[src/rtl/fp_pkg.sv]
// Shared definitions for the FP adder post-add normalise/pack stage.
//   FP_EXP_W / FP_FRAC_W : default exponent and stored-fraction widths
//   EXP_MAX              : all-ones exponent (inf/NaN encoding)
//   state_e              : normaliser FSM states
//   POS_ZERO/POS_INF/NEG_INF : packed single-precision special patterns
package fp_pkg;
  localparam int FP_EXP_W  = 8;
  localparam int FP_FRAC_W = 23;
  localparam int FP_W      = 1 + FP_EXP_W + FP_FRAC_W;

  localparam logic [FP_EXP_W-1:0] EXP_MAX = '1;

  typedef enum logic [1:0] {IDLE, CHECK, SHIFT, DONE} state_e;

  localparam logic [FP_W-1:0] POS_ZERO = '0;
  localparam logic [FP_W-1:0] POS_INF  = {1'b0, EXP_MAX, {FP_FRAC_W{1'b0}}};
  localparam logic [FP_W-1:0] NEG_INF  = {1'b1, EXP_MAX, {FP_FRAC_W{1'b0}}};
endpackage

[src/rtl/fp_normalize_pack_if.sv]
// Handshake bundle between the mantissa adder, the normaliser and the result register.
//   in_*  : operand side (valid/ready, sign, aligned exponent, 25-bit magnitude sum)
//   out_* : result side (valid/ready, packed word, zero/overflow/underflow flags)
//   slave modport = normaliser, master modport = producer/consumer around it
interface fp_normalize_pack_if import fp_pkg::*; #(
  parameter int EXP_W  = FP_EXP_W,
  parameter int FRAC_W = FP_FRAC_W
);
  logic                    in_valid;
  logic                    in_ready;
  logic                    in_sign;
  logic [EXP_W-1:0]        in_exp;
  logic [FRAC_W+1:0]       in_mant;
  logic                    out_valid;
  logic                    out_ready;
  logic [EXP_W+FRAC_W:0]   out_result;
  logic                    out_zero;
  logic                    out_overflow;
  logic                    out_underflow;

  modport slave (
    input  in_valid, in_sign, in_exp, in_mant, out_ready,
    output in_ready, out_valid, out_result, out_zero, out_overflow, out_underflow
  );

  modport master (
    output in_valid, in_sign, in_exp, in_mant, out_ready,
    input  in_ready, out_valid, out_result, out_zero, out_overflow, out_underflow
  );
endinterface

[src/rtl/fp_pack.sv]
// Combinational IEEE-754 word assembly with special-value override.
//   sign, expo, frac : normalised fields
//   isInf            : emit {sign, all-ones, 0} (takes precedence)
//   isZero           : emit {sign, 0, 0}; caller decides the sign of zero
//   word             : packed {sign, exp, frac}
module fp_pack import fp_pkg::*; #(
  parameter int EXP_W  = FP_EXP_W,
  parameter int FRAC_W = FP_FRAC_W
) (
  input  logic                  sign,
  input  logic [EXP_W-1:0]      expo,
  input  logic [FRAC_W-1:0]     frac,
  input  logic                  isZero,
  input  logic                  isInf,
  output logic [EXP_W+FRAC_W:0] word
);
  always_comb begin
    if (isInf)       word = {sign, {EXP_W{1'b1}}, {FRAC_W{1'b0}}};
    else if (isZero) word = {sign, {EXP_W{1'b0}}, {FRAC_W{1'b0}}};
    else             word = {sign, expo, frac};
  end
endmodule

[src/rtl/fp_normalize_pack.sv]
// Post-add normalise and pack stage of the single-precision adder.
// Normalises the 25-bit magnitude sum by one right shift or up to FRAC_W
// single-bit left shifts (one per cycle), then packs an IEEE-754 word.
// No denormals: anything that would need one is flushed to signed zero.
//   clk, rst : clock, asynchronous active-high reset
//   bus      : slave side of fp_normalize_pack_if (operand in, result out)
module fp_normalize_pack import fp_pkg::*; #(
  parameter int EXP_W  = FP_EXP_W,
  parameter int FRAC_W = FP_FRAC_W
) (
  input logic               clk,
  input logic               rst,
  fp_normalize_pack_if.slave bus
);
  localparam int MW = FRAC_W + 2;
  localparam int RW = 1 + EXP_W + FRAC_W;
  // One extra exponent bit so the +1 on carry-out can never wrap silently.
  localparam logic [EXP_W:0] EXP_TOP = {1'b0, {EXP_W{1'b1}}};
  localparam logic [EXP_W:0] EXP_ONE = (EXP_W+1)'(1);

  state_e          state;
  logic            signQ;
  logic [EXP_W:0]  expQ;
  logic [MW-1:0]   mantQ;

  logic            validQ, zeroQ, ovfQ, underQ;
  logic [RW-1:0]   resultQ;

  logic            signNxt, finish, zeroNxt, infNxt, underNxt;
  logic [EXP_W:0]  expNxt;
  logic [MW-1:0]   mantNxt;
  logic [RW-1:0]   word;

  always_comb begin
    signNxt  = signQ;
    expNxt   = expQ;
    mantNxt  = mantQ;
    finish   = 1'b0;
    zeroNxt  = 1'b0;
    infNxt   = 1'b0;
    underNxt = 1'b0;
    if (state == CHECK) begin
      if (expQ == EXP_TOP) begin
        finish = 1'b1; infNxt = 1'b1;
      end else if (mantQ == '0) begin
        finish = 1'b1; zeroNxt = 1'b1; signNxt = 1'b0;   // exact cancellation is +0
      end else if (expQ == '0) begin
        finish = 1'b1; zeroNxt = 1'b1; underNxt = 1'b1;
      end else if (mantQ[MW-1]) begin
        mantNxt = mantQ >> 1;                            // truncate: round toward zero
        expNxt  = expQ + EXP_ONE;
        finish  = 1'b1;
        infNxt  = (expNxt >= EXP_TOP);
      end else if (mantQ[FRAC_W]) begin
        finish = 1'b1;
      end else if (expQ == EXP_ONE) begin
        finish = 1'b1; zeroNxt = 1'b1; underNxt = 1'b1;
      end
    end else if (state == SHIFT) begin
      mantNxt = mantQ << 1;
      expNxt  = expQ - EXP_ONE;
      // Hidden bit wins over hitting the minimum exponent on the same step.
      if (mantNxt[FRAC_W]) begin
        finish = 1'b1;
      end else if (expNxt == EXP_ONE) begin
        finish = 1'b1; zeroNxt = 1'b1; underNxt = 1'b1;
      end
    end
  end

  fp_pack #(.EXP_W(EXP_W), .FRAC_W(FRAC_W)) pack (
    .sign   (signNxt),
    .expo   (expNxt[EXP_W-1:0]),
    .frac   (mantNxt[FRAC_W-1:0]),
    .isZero (zeroNxt),
    .isInf  (infNxt),
    .word   (word)
  );

  always_ff @(posedge clk or posedge rst) begin
    if (rst) begin
      state   <= IDLE;
      signQ   <= 1'b0;
      expQ    <= '0;
      mantQ   <= '0;
      validQ  <= 1'b0;
      resultQ <= '0;
      zeroQ   <= 1'b0;
      ovfQ    <= 1'b0;
      underQ  <= 1'b0;
    end else begin
      case (state)
        IDLE: if (bus.in_valid) begin
          signQ <= bus.in_sign;
          expQ  <= {1'b0, bus.in_exp};
          mantQ <= bus.in_mant;
          state <= CHECK;
        end
        CHECK, SHIFT: begin
          expQ  <= expNxt;
          mantQ <= mantNxt;
          if (finish) begin
            resultQ <= word;
            zeroQ   <= zeroNxt;
            ovfQ    <= infNxt;
            underQ  <= underNxt;
            validQ  <= 1'b1;
            state   <= DONE;
          end else begin
            state <= SHIFT;
          end
        end
        DONE: if (bus.out_ready) begin
          validQ <= 1'b0;
          state  <= IDLE;
        end
        default: state <= IDLE;
      endcase
    end
  end

  assign bus.in_ready      = (state == IDLE) && !rst;
  assign bus.out_valid     = validQ;
  assign bus.out_result    = resultQ;
  assign bus.out_zero      = zeroQ;
  assign bus.out_overflow  = ovfQ;
  assign bus.out_underflow = underQ;
endmodule

[src/flat_wrapper.sv]
// flat-port wrapper written by rule: the top's interface ports become plain ports
module fp_normalize_pack_flat import fp_pkg::*;
#(
  parameter int EXP_W  = FP_EXP_W,
  parameter int FRAC_W = FP_FRAC_W
)
  (clk, rst, bus_in_valid, bus_in_sign, bus_in_exp, bus_in_mant, bus_out_ready, bus_in_ready, bus_out_valid, bus_out_result, bus_out_zero, bus_out_overflow, bus_out_underflow);
  fp_normalize_pack_if #(.EXP_W(EXP_W), .FRAC_W(FRAC_W)) bus_i ();
  input logic clk;
  input logic rst;
  input wire logic [$bits(bus_i.in_valid)-1:0] bus_in_valid;
  input wire logic [$bits(bus_i.in_sign)-1:0] bus_in_sign;
  input wire logic [$bits(bus_i.in_exp)-1:0] bus_in_exp;
  input wire logic [$bits(bus_i.in_mant)-1:0] bus_in_mant;
  input wire logic [$bits(bus_i.out_ready)-1:0] bus_out_ready;
  output wire logic [$bits(bus_i.in_ready)-1:0] bus_in_ready;
  output wire logic [$bits(bus_i.out_valid)-1:0] bus_out_valid;
  output wire logic [$bits(bus_i.out_result)-1:0] bus_out_result;
  output wire logic [$bits(bus_i.out_zero)-1:0] bus_out_zero;
  output wire logic [$bits(bus_i.out_overflow)-1:0] bus_out_overflow;
  output wire logic [$bits(bus_i.out_underflow)-1:0] bus_out_underflow;
  assign bus_i.in_valid = bus_in_valid;
  assign bus_i.in_sign = bus_in_sign;
  assign bus_i.in_exp = bus_in_exp;
  assign bus_i.in_mant = bus_in_mant;
  assign bus_i.out_ready = bus_out_ready;
  assign bus_in_ready = bus_i.in_ready;
  assign bus_out_valid = bus_i.out_valid;
  assign bus_out_result = bus_i.out_result;
  assign bus_out_zero = bus_i.out_zero;
  assign bus_out_overflow = bus_i.out_overflow;
  assign bus_out_underflow = bus_i.out_underflow;
  fp_normalize_pack #(.EXP_W(EXP_W), .FRAC_W(FRAC_W)) u_core (.clk(clk), .rst(rst), .bus(bus_i));
endmodule
[config.mk]
export PLATFORM = sky130hd
export DESIGN_NAME = fp_normalize_pack_flat
export DESIGN_NICKNAME = d
export VERILOG_FILES = /design/src/rtl/fp_pkg.sv /design/src/rtl/fp_normalize_pack_if.sv /design/src/rtl/fp_pack.sv /design/src/rtl/fp_normalize_pack.sv /design/src/flat_wrapper.sv
export SDC_FILE = /design/constraint.sdc
export NUM_CORES = 1
export LEC_CHECK = 0
export ABC_AREA = 0
export CAP_MARGIN = 20
export CORE_ASPECT_RATIO = 0.8
export CORE_MARGIN = 1.5
export CORE_UTILIZATION = 48
export DETAILED_ROUTE_END_ITERATION = 7
export HOLD_SLACK_MARGIN = 0.06
export MAX_ROUTING_LAYER = met4
export PLACE_DENSITY = 0.76
export SYNTH_ARGS = -nofsm -noshare
export SYNTH_HDL_FRONTEND = slang
export SYNTH_SLANG_ARGS = --single-unit
[constraint.sdc]
create_clock -name clk -period 2.7 [get_ports clk]
set_input_delay 0.54 -clock clk [delete_from_list [all_inputs] [get_ports clk]]
set_output_delay 0.54 -clock clk [all_outputs]
set_load 0.01 [all_outputs]
==> Word level (Yosys, flattened, before mapping) <==
Cells that the tools add are included.
{ "op_classes": {"addsub": 2, "order_cmp": 1, "eq_ne": 14, "mux": 54, "reduce_logical": 15} }
{ "op_table": {"columns": ["op", "count"], "rows": [
  ["25-bit 2-to-1 mux", 6],
  ["9-bit 2-to-1 mux", 7],
  ["31-bit 2-to-1 mux", 2],
  ["25-bit one-hot mux with 2 select lines", 1],
  ["1-bit 2-to-1 mux", 32],
  ["25-bit logical NOT", 1],
  ["24-bit 2-to-1 mux", 1],
  ["9-bit by 1-bit == test with 1-bit output, second input constant", 2],
  ["9-bit one-hot mux with 2 select lines", 1],
  ["9-bit by 1-bit adder with 9-bit output, second input constant", 1],
  ["9-bit by 8-bit == test with 1-bit output, second input constant", 1],
  ["9-bit by 8-bit greater-or-equal comparator with 1-bit output, second input constant", 1],
  ["9-bit logical NOT", 1],
  ["3-bit inequality test, second input constant", 3],
  ["9-bit by 1-bit subtractor with 9-bit output, second input constant", 1],
  ["2-bit AND reduction", 4],
  ["7-bit AND reduction", 1],
  ["2-bit one-hot mux with 3 select lines", 1],
  ["6-bit AND reduction", 1],
  ["2-bit == test, second input constant", 2],
  ["2-bit 2-to-1 mux", 2],
  ["2-bit inequality test, second input constant", 2],
  ["2-bit nonzero test", 2],
  ["3-bit by 1-bit inequality test with 1-bit output, second input constant", 1],
  ["other kinds (9)", 9]
]} }
{ "word_totals": {"regBits": 73, "in_bits": 38, "out_inout_bits": 37, "word_cells": 98} }

==> Depth between registers and ports, before layout <==
Gate-level depths: netlist of run 1.
{ "depth": {"word_depth": 10, "mapped_depth": 13, "mapped_depth_nobuf": 10} }

==> Modules after synthesis <==
From an unflattened synthesis of run 1, not the netlist that was laid out.
{ "unflattened": {"hier_cells": 495, "area_unflattened_um2": 4854.7} }
{ "by_module_without_submodules": {"columns": ["module", "n_inst", "cells_each", "area_per_inst_um2", "seq_area_each_um2"], "rows": [
  ["fp_normalize_pack", 1, 458, 4571.9, 1826.8],
  ["fp_pack", 1, 37, 282.8, 0.0]
]} }

==> Worst setup path after synthesis of run 1 <==
No wires, ideal clock.
{ "synth_path": {"kind": "register to register", "startpoint": "register u_core.expQ[2]", "endpoint": "register u_core.resultQ[22] (netlist: u_core.bus.out_result[22])", "setup_ns": 0.121, "t_arrival_ns": 2.579, "required_ns": 2.579, "setup_slack_ns": 0.000, "path_stages_with_launch": 13, "n_path_buf": 4, "synth_period_minus_slack_ns": 2.700, "cell_sequence": "dfrtp_1 > clkbuf_1 > clkbuf_1 > nand3_1 > nor2_1 > ha_1 > nand3b_1 > a31o_2 > clkbuf_1 > nand2_1 > clkbuf_1 > o21a_1 > a22o_1"} }
{ "synth_via": {"elab_chain_len": 10, "elab_cells_between_ends": 37, "classes_between": "add/sub (2); order compare (1); eq/ne (3); mux (29); reduce/logical (2)"} }
{ "synth_rtl": {"columns": ["element", "line_no", "source"], "rows": [
  ["start: declaration", "fp_normalize_pack.sv:23", "logic [EXP_W:0] expQ;"],
  ["start signal: assignment", "fp_normalize_pack.sv:95", "expQ <= {1'b0, bus.in_exp};"],
  ["start signal: assignment", "fp_normalize_pack.sv:100", "expQ <= expNxt;"],
  ["parallel branches: the longest is 10 deep, another holds 9-bit by 1-bit adder with 9-bit output", null, null],
  ["end signal: assignment", "fp_normalize_pack.sv:103", "resultQ <= word;"],
  ["end: declaration", "fp_normalize_pack.sv:27", "logic [RW-1:0] resultQ;"]
]} }
Parallel ways; which one is timed is not known. The select of a mux whose other input is x is not followed.
A chain may end at the register's enable or synchronous reset.

==> Final worst setup path of run 1 <==
{ "layout_path": {"startpoint": "register u_core.expQ[0]", "endpoint": "register u_core.resultQ[10] (netlist: u_core.bus.out_result[10])"} }
The elaborated chain is that of the path after synthesis.

==> impl_results.md, run 1 <==
- Status: finished, final reports clean
- Final hold violation count: 0
- Placed Cells: about 650
- Xor/xnor share of the synthesized area: 0.01599
- CP endpoint kind: flip-flop
- Placement Rows: 30
- FMAX: roughly 390 MHz
- Synth Instances: around 460
- Total congestion overflow: 0
- Drt initial violations: 287
- Post-synthesis mux area share: 0.03341
- Post-synthesis adder-cell area fraction: 0.03141
- Syn Nets: a little over 500
- CTS root buffer: clkbuf_16
- GRT Total Usage: 0.2850
- Ys async rst share: 1.000
- Maximum VDD drop: a little over 0.8 mV
- Pleak: ~0.0024 µW
- Die height: between 80 and 90 µm
- Hold path cells: 1
- Antenna diode count: 0
- IO buf count: 74
- Complex-gate fraction of the synthesized area: 0.3035
- Via count: about 4100
- DR pass1 iterations: 5
- Buf/Inv on CP: 1
- H-tree depth: 3
- Post-synth cell types: between 50 and 60
- Commonest non-fill, non-tap cell in the layout: clkdlybuf4s50_1
- Final Max Tran Viols: 0
- Slew margin rel.: 0.6390
- Worst hold margin: about 0.5 ns
- CP Depth: 7
- Startpoint type of the worst setup path: flip-flop
- Multi-input gate area: 2401 µm²
- Final WS setup: between 0.1 and 0.15 ns
- Initial antenna violation count: 0
- Storage cell area: around 1800 µm²
- Post-layout minimum cycle time: around 2.6 ns
- DRC: 0
- Fill cells: about 700
- Post-CTS Hold Buffers: 0
- Final HPWL from detailed placement: between 9 and 10 mm
- Register area share after synthesis: 0.4169
- Setup_tns: 0 ns
- Most frequent cells in the layout: clkdlybuf4s50_1, dfrtp_1, nand2_1
- Area growth, synth to finish: 32.61%
- Crit Path Max Fanout: 23
- First-pass GRT wire length: about 20 mm
- Count of final setup violators: 0
- Flops & latches, synth: 73
- Reg2Reg Depth: 7
- Final Routed Wirelength: between 10 and 15 mm
- Post-route ant nets: 0
- CP max stage delay: roughly 0.62 ns
- Clock Skew: approximately 0.0063 ns
- Slew @ Worst Pin: around 0.54 ns
- Per-cell routed wire length: 18.90 µm
- CTS tree: built
- Largest net degree at the start of global routing: 43
- Total CTS buffers: 9
- Starting Density: 0.5053
- Power Density: between 1500 and 2000 nW/µm²
- RSZ-0062 raised after global routing: no
- Fin cells: around 670
- Max-Cap Viols: 0
- Syn_area_per_cell: approximately 9.4 µm²
- Fraction of layout cells with a size suffix above 1: 0.1763
- Post-synth EDFFs: 0
- Top delay family on crit path: simple AND/OR/NAND/NOR gates
- Netlist Area Pre-Place: between 4000 and 5000 µm²
- Worst path slowest cell: or4_4
- Top Ports: 75
- Die area: ~9700 µm²
- Main flop type after synthesis: dfrtp_1
- Setup WS pre-CTS: approximately 0.031 ns
- Critical path class: reg2reg
- Vias in the first global route: a little under 4000
- Core ar.: 8671 µm²
- Crit share post-route: 0.9492
- Worst EP arrival: between 2 and 3 ns
- Largest family of logic cells by synthesized area: compound AO/OA/AOI/OAI gates
- GPL Wtd Cong: 0.9031
- CTS Buffer Depth: 2
- Total clock sinks: 73
- Cell breakdown of the critical path: or4b_1 > o21ai_2 > a22oi_2 > or4_4 > a211oi_4 > buf_12 > a22o_1
- Vias/cell: 6.129
- CTS clock-pin slew for the worst setup and hold paths: 0.06 ns
- Clock latency on the worst-skew pair: 0.34 ns
- Synth warnings: 0
- Die width: roughly 110 µm
- Critical Path RT: 2.97 ns
- Simple-gate share of the synthesized area: 0.1482
- Min-delay worst type: reg2reg
- Nets: 600
==> report_power, final <==
part           internal [µW]  switching (µW)  leakage (µW)
clock network            738             452      0.000144
logic                   2620            2870       0.00136
registers               1620             516      0.000906
total                   4980            3830       0.00240
==> state kept, by name (all words and copies together), names as in the netlist <==
name and flops:
u_core.bus.out_zero 1, u_core.bus.out_valid 1, u_core.bus.out_result 32, u_core.signQ 1, u_core.bus.out_underflow 1, u_core.bus.out_overflow 1, u_core.expQ 9, u_core.state 2
u_core.mantQ 25
==> cell type report <==
| cell class | instances | share of cell area |
|---|---|---|
| multi-input combinational | 339 | 0.4132 |
| sequential | 73 | 0.3144 |
| timing repair buffer | 113 | 0.1886 |
| clock buffer | 13 | 0.04307 |
| tap | 112 | 0.02412 |
| inverter | 15 | 0.009690 |
| clock inverter | 3 | 0.006891 |
==> worst reg2reg max path: cells and delay by family (launching register included) <==
kind | cells | cell delay (ns)
AO/OA/AOI/OAI | 4 | 0.66
buffers and inverters | 1 | 0.20
flip-flops | 1 | 0.42
AND/OR/NAND/NOR | 2 | 1.21
==> what timing repair did <==
| item | 4_1_cts | 5_1_grt |
|---|---|---|
| setup endpoints to repair | 0 | 57 |
| hold endpoints to repair | 0 | 0 |
| resized for setup | 0 | 11 |
| setup buffers | 0 | 1 |
==> per-layer routing <==
layer,global-route usage,share of wire,up-vias
met5,-,0,-
met4,0.08028,0.013,0
met3,0.04934,0.059,14
met2,0.4003,0.42,132
met1,0.4189,0.51,2036
li1,-,-,1912
==> stage by stage <==
stage                       util  cell area, µm²  power (µW)
after floorplan                -            4383        5621
after global placement    0.6293            5456        7375
after detailed placement  0.6293            5456        7465
after CTS                 0.6628            5747        8706
after global routing      0.6701            5811        9473
final                     0.6701            5811        8819
==> worst paths after layout <==
| kind | startpoint | endpoint | slack, ns |
|---|---|---|---|
| worst min-delay path | u_core.bus.out_result[24] | u_core.bus.out_result[24] | 0.50 |
| max in group asynchronous | rst | u_core.bus.out_result[0] | 1.42 |
| worst min register to register | u_core.bus.out_result[24] | u_core.bus.out_result[24] | 0.50 |
| min in group asynchronous | rst | u_core.bus.out_result[21] | 0.59 |
| worst max-delay path | u_core.expQ[0] | u_core.bus.out_result[10] | 0.14 |
| worst max register to register | u_core.expQ[0] | u_core.bus.out_result[10] | 0.14 |
==> Yosys cell counts, types with 4 or more instances <==
cell	n	area, µm²
inv_1	15	56.30
nand4_1	5	31.28
mux2i_1	9	90.09
nand2_1	51	191.4
o22ai_1	4	25.02
mux2_2	5	56.30
and2_1	7	43.79
a31oi_1	5	31.28
dfrtp_1	73	1827
o22a_1	11	96.34
nor4_1	9	56.30
a22o_1	24	210.2
nor2_1	17	63.81
nor3_1	6	30.03
xnor2_1	7	61.31
o221a_2	22	247.7
o21a_1	23	172.7
nand3_1	9	45.04
o21ai_0	34	170.2
clkbuf_1	30	112.6
ha_1	11	137.6
a21oi_1	34	170.2
==> cell families (layout without fill, tap and decap cells) <==
logic type | Yosys count | in the layout
fa+ha+maj | 11 | 11
buf+inv | 52 | 144
mux | 14 | 14
compound gates | 180 | 180
simple gates | 126 | 126
xor+xnor | 8 | 8
flops | 73 | 73
Power figures use the tool's default switching activity.
==> run 2: changes to the inputs <==
--- a/config.mk
+++ b/config.mk
@@ -5,7 +5,6 @@
 export SDC_FILE = /design/constraint.sdc
 export NUM_CORES = 1
 export LEC_CHECK = 0
-export ABC_AREA = 0
 export CAP_MARGIN = 20
 export CORE_ASPECT_RATIO = 0.8
 export CORE_MARGIN = 1.5
@@ -14,6 +13,7 @@
 export HOLD_SLACK_MARGIN = 0.06
 export MAX_ROUTING_LAYER = met4
 export PLACE_DENSITY = 0.76
+export SETUP_SLACK_MARGIN = 0.1
 export SYNTH_ARGS = -nofsm -noshare
 export SYNTH_HDL_FRONTEND = slang
 export SYNTH_SLANG_ARGS = --single-unit
==> run 2 against run 1 <==
  * Core utilization up 1.2 points
  * Non-clock buffer count up 1
  * Worst hold slack better by 0.0026 ns
  * First-iteration DRC count up 4.5%
  * Critical path depth up 1
  * Final area up 1.9%
  * Via count up 0.76%
  * Global-route usage up 0.54 points
  * Clock power up 19%
  * Highest routed layer unchanged
  * Fmax up 2.0%
  * Final cell count up 0.15%
==> impl_results.md, run 2 (synthesis gave the netlist of run 1 again) <==
- Status: finished, final reports clean (unchanged)
- Final HPWL from detailed placement: 8.966 mm (was 9.077 mm)
- Startpoint type of the worst setup path: flip-flop (unchanged)
- Critical path class: reg2reg (unchanged)
- Post-layout minimum cycle time: 2.512 ns (was 2.563 ns)
- R2r setup slk: 0.19 ns (was 0.14 ns)
- Most frequent cells in the layout: clkdlybuf4s50_1, dfrtp_1, nand2_1 (unchanged)
- Reg2Reg Depth: 8 (was 7)
- Area growth, synth to finish: 35.07% (was 32.61%)
- Final Max Tran Viols: 0 (unchanged)
- DRC: 0 (unchanged)
- Slew margin rel.: 0.7035 (was 0.6390)
- Post-CTS Hold Buffers: 0 (unchanged)
- Cell breakdown of the critical path: buf_6 > nor4_4 > a21bo_2 > nand2_1 > or4_4 > a211oi_4 > buf_12 > a22o_1 (was or4b_1 > o21ai_2 > a22oi_2 > or4_4 > a211oi_4 > buf_12 > a22o_1)
- Worst setup path startpoint: u_core.expQ[6] (was u_core.expQ[0])
- Initial antenna violation count: 0 (unchanged)
- Worst r2r src: u_core.expQ[6] (was u_core.expQ[0])
- CP endpoint kind: flip-flop (unchanged)
- GPL Wtd Cong: 0.9101 (was 0.9031)
- IO buf count: 74 (unchanged)
- Vias in the first global route: 3993 (was 3918)
- Worst Min Path Start: u_core.bus.out_result[5] (was u_core.bus.out_result[24])
- Pleak: 0.002450 µW (was 0.002405 µW)
- DR pass1 iterations: 5 (unchanged)
- Max-Cap Viols: 0 (unchanged)
- Critical Path RT: 2.97 ns (about the same)
- Clock latency on the worst-skew pair: 0.34 ns (about the same)
- Slew @ Worst Pin: 0.4407 ns (was 0.5395 ns)
- GRT Total Usage: 0.2904 (was 0.2850)
- First-pass GRT wire length: 20.92 mm (was 20.36 mm)
- H-tree depth: 3 (unchanged)
- CTS tree: built (unchanged)
- Clock Skew: 0.005083 ns (was 0.006258 ns)
- R2r endpoint: u_core.bus.out_result[4] (was u_core.bus.out_result[10])
- Total clock sinks: 73 (unchanged)
- Maximum VDD drop: 0.7828 mV (was 0.8047 mV)
- Top Ports: 75 (unchanged)
- CTS Buffer Depth: 2 (unchanged)
- Starting Density: 0.5053 (unchanged)
- Die height: 88.46 µm (unchanged)
- FMAX: 398.0 MHz (was 390.2 MHz)
- Largest net degree at the start of global routing: 57 (was 43)
- Buf/Inv on CP: 2 (was 1)
- CTS root buffer: clkbuf_16 (unchanged)
- CTS clock-pin slew for the worst setup and hold paths: 0.06 ns (about the same)
- Hold path cells: 1 (unchanged)
- Antenna diode count: 0 (unchanged)
- Count of final setup violators: 0 (unchanged)
- Worst path slowest cell: or4_4 (unchanged)
- Final Routed Wirelength: 12.88 mm (was 12.63 mm)
- Nets: 601 (was 600)
- Top delay family on crit path: simple AND/OR/NAND/NOR gates (unchanged)
- RSZ-0062 raised after global routing: yes (was no)
- Die width: 109.8 µm (unchanged)
- CP max stage delay: 0.61 ns (was 0.62 ns)
- Setup_tns: 0 ns (unchanged)
- Crit share post-route: 0.9305 (was 0.9492)
- Via count: 4125 (was 4094)
- Drt initial violations: 300 (was 287)
- Final hold violation count: 0 (unchanged)
- Commonest non-fill, non-tap cell in the layout: clkdlybuf4s50_1 (unchanged)
- Total CTS buffers: 9 (unchanged)
- Post-route ant nets: 0 (unchanged)
- Fraction of layout cells with a size suffix above 1: 0.1921 (was 0.1763)
- Min-delay worst type: reg2reg (unchanged)
- WHS Endpoint: u_core.bus.out_result[5] (was u_core.bus.out_result[24])
- Total congestion overflow: 0 (unchanged)
- Vias/cell: 6.166 (was 6.129)
- Fin util: 0.6825 (was 0.6701)
- Die area: 9714 µm² (unchanged)
- Per-cell routed wire length: 19.25 µm (was 18.90 µm)
- Placement Rows: 30 (unchanged)
- Crit Path Max Fanout: 23 (unchanged)
- Core ar.: 8671 µm² (unchanged)
- Power Density: 1542 nW/µm² (was 1518 nW/µm²)
- Largest register FFs: 32 (unchanged)
- Worst EP arrival: 2.78 ns (was 2.83 ns)
## run 2: where the power goes
group	total [µW]	switching, µW	internal, µW
Clock	1420	466	955
Sequential	2150	529	1620
Combinational	5550	2900	2650
## run 2: cell type report
| type | count | area [µm²] |
|---|---|---|
| Tap cell | 112 | 140.1 |
| Multi-Input combinational cell | 339 | 2431 |
| Timing Repair Buffer | 114 | 1107 |
| Inverter | 15 | 56.30 |
| Fill cell | 688 | 2753 |
| Clock buffer | 12 | 256.5 |
| Sequential cell | 73 | 1828 |
| Clock inverter | 4 | 98.84 |
## run 2: timing repair
action,CTS,global route
pin swaps,0,5
resized for setup,5,14
setup buffers,0,5
cloned,0,0
setup endpoints to repair,17,63
## run 2: per-layer routing
metal | vias up | GRT usage | part of all wire
li1 | 1926 | - | -
met1 | 2037 | 0.4125 | 0.50
met2 | 151 | 0.4224 | 0.44
met3 | 11 | 0.06406 | 0.055
met4 | 0 | 0.06612 | 0.011
met5 | - | - | 0
## run 2: worst register-to-register path: stages (launching register included)
cell and delay, ns:
dfrtp_1 0.40, buf_6 0.14, nor4_4 0.37, a21bo_2 0.21, nand2_1 0.07, or4_4 0.61
a211oi_4 0.27, buf_12 0.20, a22o_1 0.18
## run 2: through the flow
step                cell area [µm²]  power, µW  hold WS, ns  worst slack (ns)  std cells
global route                   5918       9800       0.5164           0.06656        669
finish                         5918       9126       0.5049            0.1875        669
global placement               5434       7337       0.4876           0.02390        648
detailed placement             5434       7465       0.4899        0.00009570        648
CTS                            5822       8997       0.5075            0.1034        664
floorplan                      4385       5624       0.4792            0.1320        464
## run 2: worst max path at each step
stage / endpoint / slack [ns] / cells after the start
2_1_floorplan: u_core.bus.out_result[23] / 0.13 / 10
3_3_place_gp: u_core.bus.out_result[30] / 0.02 / 10
3_5_place_dp: u_core.bus.out_result[30] / 0.0001 / 10
4_1_cts: u_core.bus.out_result[4] / 0.10 / 10
5_1_grt: u_core.bus.out_result[23] / 0.07 / 7
6_report: u_core.bus.out_result[4] / 0.19 / 8
